==> src/rtl/router_pkg.sv <==
// Shared types and helpers for the router packet transmitter.
// Imported by router_tx_buf and router_pkt_tx.
package router_pkg;
  localparam int ADDR_W = 2;
  localparam int LEN_W  = 6;
  localparam int DATA_W = 8;
  localparam int DEPTH  = 64;

  typedef enum logic [2:0] {
    IDLE,
    LOAD,
    HDR,
    PLD,
    PAR,
    GAP
  } tx_state_t;

  function automatic logic [DATA_W-1:0] make_header(
    input logic [ADDR_W-1:0] addr,
    input logic [LEN_W-1:0]  len
  );
    return {len, addr};
  endfunction
endpackage

==> src/rtl/router_tx_buf.sv <==
// 64x8 payload buffer for router_pkt_tx.
// Synchronous write, asynchronous read.
module router_tx_buf
  import router_pkg::*;
(
  input  logic              clock,
  input  logic              we,
  input  logic [LEN_W-1:0]  waddr,
  input  logic [DATA_W-1:0] wdata,
  input  logic [LEN_W-1:0]  raddr,
  output logic [DATA_W-1:0] rdata
);
  logic [DATA_W-1:0] mem [DEPTH];

  always_ff @(posedge clock) begin
    if (we) mem[waddr] <= wdata;
  end

  assign rdata = mem[raddr];
endmodule

==> src/rtl/router_pkt_tx.sv <==
// Router packet source: buffers a payload, then sends header/payload/parity.
// Optional ROUTER_TX_PAR_CORRUPT_EN adds corrupt_par to invert parity.
module router_pkt_tx
  import router_pkg::*;
#(
  parameter int IFG_CYCLES = 2,
  parameter int ADDR_MAX   = 2
) (
  input  logic              clock,
  input  logic              resetn,
  input  logic              req_valid,
  output logic              req_ready,
  input  logic [ADDR_W-1:0] req_addr,
  input  logic [LEN_W-1:0]  req_len,
  input  logic              pld_valid,
  input  logic [DATA_W-1:0] pld_data,
  output logic              pld_ready,
  input  logic              busy,
  output logic              pkt_valid,
  output logic [DATA_W-1:0] pkt_data,
  output logic              pkt_done,
  output logic              req_drop
`ifdef ROUTER_TX_PAR_CORRUPT_EN
  ,
  input  logic              corrupt_par
`endif
);
  localparam logic [7:0] IFG_L = 8'(IFG_CYCLES);
  localparam logic [ADDR_W:0] AMAX = (ADDR_W+1)'(ADDR_MAX);

  tx_state_t state_q, state_d;
  logic [ADDR_W-1:0] addr_q, addr_d;
  logic [LEN_W-1:0]  len_q, len_d;
  logic [LEN_W-1:0]  wr_q, wr_d;
  logic [LEN_W-1:0]  rd_q, rd_d;
  logic [7:0]        gap_q, gap_d;
  logic [DATA_W-1:0] par_q, par_d;
  logic              cor_q, cor_d;
  logic              cor_in;
  logic              buf_we;
  logic [DATA_W-1:0] buf_rd;
  logic              valid_d, done_d, drop_d;
  logic [DATA_W-1:0] data_d;
  logic              xfer;

`ifdef ROUTER_TX_PAR_CORRUPT_EN
  assign cor_in = corrupt_par;
`else
  assign cor_in = 1'b0;
`endif

  assign req_ready = resetn && (state_q == IDLE);
  assign pld_ready = (state_q == LOAD);
  assign xfer      = !busy;

  router_tx_buf u_buf (
    .clock (clock),
    .we    (buf_we),
    .waddr (wr_q),
    .wdata (pld_data),
    .raddr (rd_d),
    .rdata (buf_rd)
  );

  always_comb begin
    state_d = state_q;
    addr_d  = addr_q;
    len_d   = len_q;
    wr_d    = wr_q;
    rd_d    = rd_q;
    gap_d   = gap_q;
    par_d   = par_q;
    cor_d   = cor_q;
    buf_we  = 1'b0;
    done_d  = 1'b0;
    drop_d  = 1'b0;
    unique case (state_q)
      IDLE: if (req_valid) begin
        if (req_len == '0 || {1'b0, req_addr} > AMAX) begin
          drop_d = 1'b1;
        end else begin
          addr_d  = req_addr;
          len_d   = req_len;
          par_d   = make_header(req_addr, req_len);
          cor_d   = cor_in;
          wr_d    = '0;
          state_d = LOAD;
        end
      end
      LOAD: if (pld_valid) begin
        buf_we = 1'b1;
        par_d  = par_q ^ pld_data;
        if (wr_q == len_q - 6'd1) state_d = HDR;
        else wr_d = wr_q + 6'd1;
      end
      HDR: if (xfer) begin
        state_d = PLD;
        rd_d    = '0;
      end
      PLD: if (xfer) begin
        if (rd_q == len_q - 6'd1) state_d = PAR;
        else rd_d = rd_q + 6'd1;
      end
      PAR: if (xfer) begin
        done_d  = 1'b1;
        gap_d   = '0;
        state_d = (IFG_CYCLES == 0) ? IDLE : GAP;
      end
      GAP: begin
        if (gap_q == IFG_L - 8'd1) state_d = IDLE;
        else gap_d = gap_q + 8'd1;
      end
      default: state_d = IDLE;
    endcase
  end

  // Registered outputs are decoded from the next state.
  always_comb begin
    valid_d = (state_d == HDR) || (state_d == PLD);
    data_d  = '0;
    unique case (1'b1)
      (state_d == HDR): data_d = make_header(addr_d, len_d);
      (state_d == PLD): data_d = buf_rd;
      (state_d == PAR): data_d = par_d ^ {DATA_W{cor_q}};
      default:          data_d = '0;
    endcase
  end

  always_ff @(posedge clock) begin
    if (!resetn) begin
      state_q   <= IDLE;
      addr_q    <= '0;
      len_q     <= '0;
      wr_q      <= '0;
      rd_q      <= '0;
      gap_q     <= '0;
      par_q     <= '0;
      cor_q     <= 1'b0;
      pkt_valid <= 1'b0;
      pkt_data  <= '0;
      pkt_done  <= 1'b0;
      req_drop  <= 1'b0;
    end else begin
      state_q   <= state_d;
      addr_q    <= addr_d;
      len_q     <= len_d;
      wr_q      <= wr_d;
      rd_q      <= rd_d;
      gap_q     <= gap_d;
      par_q     <= par_d;
      cor_q     <= cor_d;
      pkt_valid <= valid_d;
      pkt_data  <= data_d;
      pkt_done  <= done_d;
      req_drop  <= drop_d;
    end
  end
endmodule

==> config.mk <==
export PLATFORM = sky130hd
export DESIGN_NAME = router_pkt_tx
export DESIGN_NICKNAME = d
export VERILOG_FILES = /design/src/rtl/router_pkg.sv /design/src/rtl/router_tx_buf.sv /design/src/rtl/router_pkt_tx.sv
export SDC_FILE = /design/constraint.sdc
export NUM_CORES = 1
export LEC_CHECK = 0
export BUFFER_PORTS_ARGS = -buffer_cell sky130_fd_sc_hd__buf_2
export CORE_ASPECT_RATIO = 0.5
export CORE_MARGIN = 10
export CORE_UTILIZATION = 30
export CTS_CLUSTER_DIAMETER = 30
export DETAILED_ROUTE_END_ITERATION = 7
export SETUP_SLACK_MARGIN = 0.5
export SYNTH_ARGS = -nofsm -noshare
export SYNTH_HDL_FRONTEND = slang
export SYNTH_HIERARCHICAL = 1
export SYNTH_SLANG_ARGS = --single-unit
==> constraint.sdc <==
create_clock -name clock -period 7.8 [get_ports clock]
set_input_delay 0.78 -clock clock [delete_from_list [all_inputs] [get_ports clock]]
set_output_delay 0.78 -clock clock [all_outputs]
set_load 0.01 [all_outputs]
# == Word-level counts from Yosys, hierarchy flattened ==
# Memories as Yosys holds them, arrays and structs flattened.
# Cells that the tools add are included.
# totals
register_bits,50
ramBits,512
input_bits,21
word_cells,85
n_memories,1
# mem_list
memory,words,word_bits,read_ports,rd_ports_with_merged_regs,wr,line_no,source
u_buf.mem,64,8,1,0,1,router_tx_buf.sv:13,logic [DATA_W-1:0] mem [DEPTH];
# op_classes
n_addsub,4
order_cmp,1
eq_ne,17
muxes,39
n_bitwise,1
reduce_logical,11
# op_table
op,count
6-bit two-way mux,10
8-bit two-way mux,5
8-bit one-hot mux with 2 select lines,2
3-bit two-way mux,9
6-bit one-hot mux with 2 select lines,2
8-bit one-hot mux with 3 select lines,1
3-bit one-hot mux with 6 select lines,1
"6-bit by 1-bit adder with 6-bit output, second input constant",2
"3-bit by 2-bit == test with 1-bit output, second input constant",4
6-bit == test,2
"2-bit inequality test, second input constant",6
"3-bit == test, second input constant",3
"8-bit by 1-bit adder with 8-bit output, second input constant",1
"8-bit by 1-bit == test with 1-bit output, second input constant",1
8-bit bitwise XOR,1
6-bit logical NOT,1
1-bit two-way mux,6
2-bit two-way mux,3
3-bit AND reduction,2
"6-bit by 1-bit subtractor with 6-bit output, second input constant",1
5-bit AND reduction,1
2-bit nonzero test,2
"3-bit by 1-bit == test with 1-bit output, second input constant",1
3-bit logical NOT,1
other kinds (4),5

# == Logic depth before layout (Yosys ltp) ==
# logic_depth
word_depth,7
ltp_mapped,20
depth_no_buf,15

# == By module ==
# The synthesis kept the hierarchy.
# modules_own_cells
module,n_inst,cells_per_inst,area_per_inst_um2
router_tx_buf,1,932,20006.7
router_pkt_tx,1,362,3017.9

# == Worst setup path before layout ==
# OpenSTA, ideal clock, no wires.
# synth_path
path_kind,input to register
startpoint,in busy
endpoint,reg pkt_data[5]
setup_time_ps,140
arrival_ps,3747
required_ps,7660
setup_slack_ps,3913
cell_stages,14
n_path_buf,4
path_cell_list,clkbuf_1 nand2b_1 clkbuf_1 a211oi_1 o21ai_0 nand2_1 buf_6 buf_4 mux4_2 mux4_2 o21ai_1 o41ai_1 a222oi_1 a2111oi_0
# synth_via
elab_chain_cells,4
word_cells_on_any_way,12
classes_between,3 x eq/ne; 8 x mux; 1 x memory
# synth_lines
element,line_no,source
"start, declared",router_pkt_tx.sv:18,"input logic busy,"
6-bit two-way mux (on tied branches),"router_pkt_tx.sv:100, router_pkt_tx.sv:96",
6-bit one-hot mux with 2 select lines (*),router_pkt_tx.sv:77,unique case (state_q)
named net rd_d[0],router_pkt_tx.sv:35,"logic [LEN_W-1:0] rd_q, rd_d;"
memory read 64 x 8 bit (*),-,
named net buf_rd[5],router_pkt_tx.sv:41,logic [DATA_W-1:0] buf_rd;
8-bit one-hot mux with 3 select lines (*),router_pkt_tx.sv:121,unique case (1'b1)
"end signal, assigned",router_pkt_tx.sv:153,pkt_data <= data_d;
"end, declared",router_pkt_tx.sv:20,"output logic [DATA_W-1:0] pkt_data,"
# Mark *: on every way through the listed nets, which the timed path passes. The rest lies on a longest branch.
# A chain may end at the register's enable or synchronous reset.

# == Final worst setup path ==
# layout_path
startpoint,reg len_q[0]
endpoint,reg pkt_data[5]
# layout_via
elab_chain_cells,7
word_cells_on_any_way,16
classes_between,1 x add/sub; 5 x eq/ne; 9 x mux; 1 x memory
# layout_lines
element,line_no,source
"start, declared",router_pkt_tx.sv:33,"logic [LEN_W-1:0] len_q, len_d;"
"start signal, assigned",router_pkt_tx.sv:146,len_q <= len_d;
6-bit by 1-bit subtractor with 6-bit output,router_pkt_tx.sv:101,if (rd_q == len_q - 6'd1) state_d = PAR;
6-bit == test,router_pkt_tx.sv:101,
6-bit two-way mux,router_pkt_tx.sv:101,
6-bit two-way mux,router_pkt_tx.sv:100,PLD: if (xfer) begin
6-bit one-hot mux with 2 select lines,router_pkt_tx.sv:77,
named net rd_d[1],router_pkt_tx.sv:35,
memory read 64 x 8 bit,-,
named net buf_rd[5],router_pkt_tx.sv:41,
8-bit one-hot mux with 3 select lines,router_pkt_tx.sv:121,
# The timed path passes the listed nets, and every way through them passes these cells.

==> impl_metrics.toml <==
[status]
outcome = "completed"

[timing]
drv_slew = 0
relSlewSlack_pct = 18.7
fin_tns_setup_ns = 0
whs_ns = 0.400
worst_slew_pin_slew_ns = 1.22
finClkSkew_ns = 0.0170
setup_viol = 0
hold_viol_final = 0
rsz0062_at_grt = "false"
period_needed_ns = 5.60
fmax_mhz = 179
finalCritPeriodShare_pct = 71.8

[synth]
synth_flop_cell = "edfxtp_1"
synth_area_mm2 = 0.0230
ys_async_sr_fraction_pct = 0
ys_seq_area_share_pct = 71.1
synth_fp_nets = 1320
synth-seq-cells = 562
synth_area_per_cell_um2 = 17.8
ys.warnings.count = 6
yosysUniqueCellTypes = 76
syn_inst = 1294
synth-edff-count = 512

[route]
drtIter0Drc = 1115
viasPerCell = 5.06
antenna_left = 0
wirelength_mm = 55.1
route.detailed.drc = 0
dr_total_vias = 12700
first_pass_iters = 7
detail_route.wl_per_cell_um = 22.0

[clock_tree]
postCtsResizedCells = 0
clk-insertion-delay-late_ns = 0.63
cts.clk_slew.worst_paths_ns = 0.05
cts_setup_buffers = 0
htreeDepth = 3
postCtsHoldBufs = 0
cts_buffer_depth = 3
cts_tree = "yes"
cts.sinks = 562
cts_made_buffers = 110
cts_root_buf = "clkbuf_16"

[cells_and_area]
layout.cells.non_filler = 2506
fillCellCount = 6882
drive_above_1_share_pct = 26.9
layout.nets = 1420
area_growth_pct = 22.0
layout_commonest_cell = "edfxtp_1"
final_cell_mix = "512 x edfxtp_1, 126 x mux4_2, 113 x clkbuf_16, 104 x nor2_1, 69 x nand2_1"
antenna_cells = 0

[worst_hold_path]
min_delay_worst_endpoint = "req_drop"
hold_path_class = "in2reg"
worstHoldStart = "req_valid"
holdPathStages = 3

[floorplanning]
dieArea_mm2 = 0.0889
die_y_um = 216
coreArea_mm2 = 0.0756
ios = 34
initial_core_util_pct = 30.5
die_width_um = 412
rows = 71

[run]
drv_cap = 0

[global_routing]
grt_pass1_wl_mm = 82.9
grt_util_all_layers_pct = 12.2
grt_pass1_vias = 12700
grt.overflow.total = 0
grt_max_degree = 67
antenna_found_initial = 0

[critical_path]
cp-start-kind = "flop"
r2r_setup_slack_ns = 2.20
r2r_end = "pkt_data[5]"
worst-path-max-fanout = 52
reg2regPathDepth = 15
r2r_start = "len_q[0]"
worstSetupPathType = "reg2reg"
arrival_ns = 6.04
slowest_stage = "a2111oi_0"
worstPathCellList = "inv_1 -> ha_1 -> xnor2_1 -> nor2_1 -> o211a_1 -> and3_1 -> o21ai_0 -> nand2_4 -> buf_4 -> mux4_2 -> nor2b_1 -> a2111oi_0 -> o41ai_1 -> a222oi_1 -> a2111oi_0"
critPathMaxStageDelay_ns = 0.86
worstPathRequired_ns = 8.24
crit_top_cell = "a2111oi_0"
worstSetupEndpointType = "flop"

[place]
dp.cells = 2304
gp_congestion = 0.797
placement.io_buffers = 33
hpwl_mm = 32.2

[power_and_ir_drop]
power_density_mw_per_mm2 = 293
peakVddDrop_v = 0.000182
power.static_leakage_nw = 8.67
power.total_mw = 8.23
## worst max-delay path by stage
stage	from	endpoint	slack (ns)	depth (start not counted)
finish	len_q[0]	pkt_data[5]	2.20	15
global placement	len_q[0]	pkt_data[5]	2.24	15
CTS	len_q[0]	pkt_data[1]	2.24	14
global route	len_q[0]	pkt_data[6]	1.76	16
detailed placement	len_q[0]	pkt_data[1]	2.25	14
floorplan	busy	pkt_data[5]	3.91	14
## worst max-delay path: cells and delay by family, from the launching register on
kind	cells	cell delay (ns)
AO/OA/AOI/OAI	6	2.11
multiplexers	1	0.37
buffers and inverters	2	0.64
AND/OR/NAND/NOR	4	1.24
XOR/XNOR	1	0.14
adder cells (fa/ha/maj)	1	0.34
flip-flops	1	0.50
## per-layer routing
layer / global-route usage (%) / share of wire [%]
met2: 19.3 / 48
met4: 4.07 / 2.6
met3: 3.30 / 7.5
met5: 0 / 0
met1: 16.0 / 42
## Yosys cell counts (8+ instances only)
master / count / area [um^2]
edfxtp_1: 512 / 15400
mux4_2: 126 / 2840
nor2_1: 104 / 390
nand2_1: 71 / 267
dfxtp_1: 50 / 1000
a21oi_1: 27 / 135
clkbuf_1: 26 / 97.6
o21ai_0: 26 / 130
mux2i_1: 25 / 250
nand3_1: 24 / 120
buf_2: 16 / 80.1
nor2b_1: 15 / 93.8
buf_4: 14 / 105
mux2_2: 14 / 158
nor3_1: 13 / 65.1
and2_1: 12 / 75.1
inv_1: 10 / 37.5
nand2b_1: 10 / 62.6
o211ai_1: 10 / 75.1
xor2_1: 10 / 87.6
xnor2_1: 9 / 78.8
a211oi_1: 8 / 60.1
and3_1: 8 / 50.1
o221ai_1: 8 / 70.1
o22ai_1: 8 / 50.1
## report_power, final
group	internal, mW	switching (mW)	leakage [nW]	total (mW)
clock network	3.28	1.50	1.84	4.78
registers	3.30	0.0102	5.01	3.31
logic	0.0346	0.108	1.82	0.142
## metrics by stage
step | setup WS (ns) | util, % | area, um^2
floorplan | 3.91 | - | 23000
detailed placement | 2.25 | 32.1 | 24300
CTS | 2.24 | 37.2 | 28100
global route | 1.76 | 37.2 | 28100
finish | 2.20 | 37.2 | 28100
global placement | 2.24 | 32.1 | 24300
## cells by family after synthesis
logic type,after synthesis,share of synthesized area (%)
DFF,562,71.1
and+or+nand+nor,297,6.22
AOI/OAI and AO/OA,167,5.62
muxes,165,14.1
buffers and inverters,79,1.94
xor gates and xnor gates,19,0.723
adders and majority gates,5,0.272
## registers in the layout, summed over array words and instances (netlist names), 2 cells and up
signal / cells
u_buf/mem: 512
gap_q: 8
par_q: 8
pkt_data: 8
len_q: 6
rd_q: 6
wr_q: 6
state_q: 3
addr_q: 2
## area by class of cell
cell class | instances | area (um^2) | area share [%]
well taps | 1022 | 1280 | 4.55
inverters | 11 | 41.3 | 0.147
clock buffers | 125 | 2870 | 10.2
multi-input cells | 653 | 6230 | 22.2
flip-flops and latches | 562 | 16400 | 58.3
repair buffers | 56 | 350 | 1.25
clock inverters | 77 | 946 | 3.37
Power figures use the tool's default switching activity.
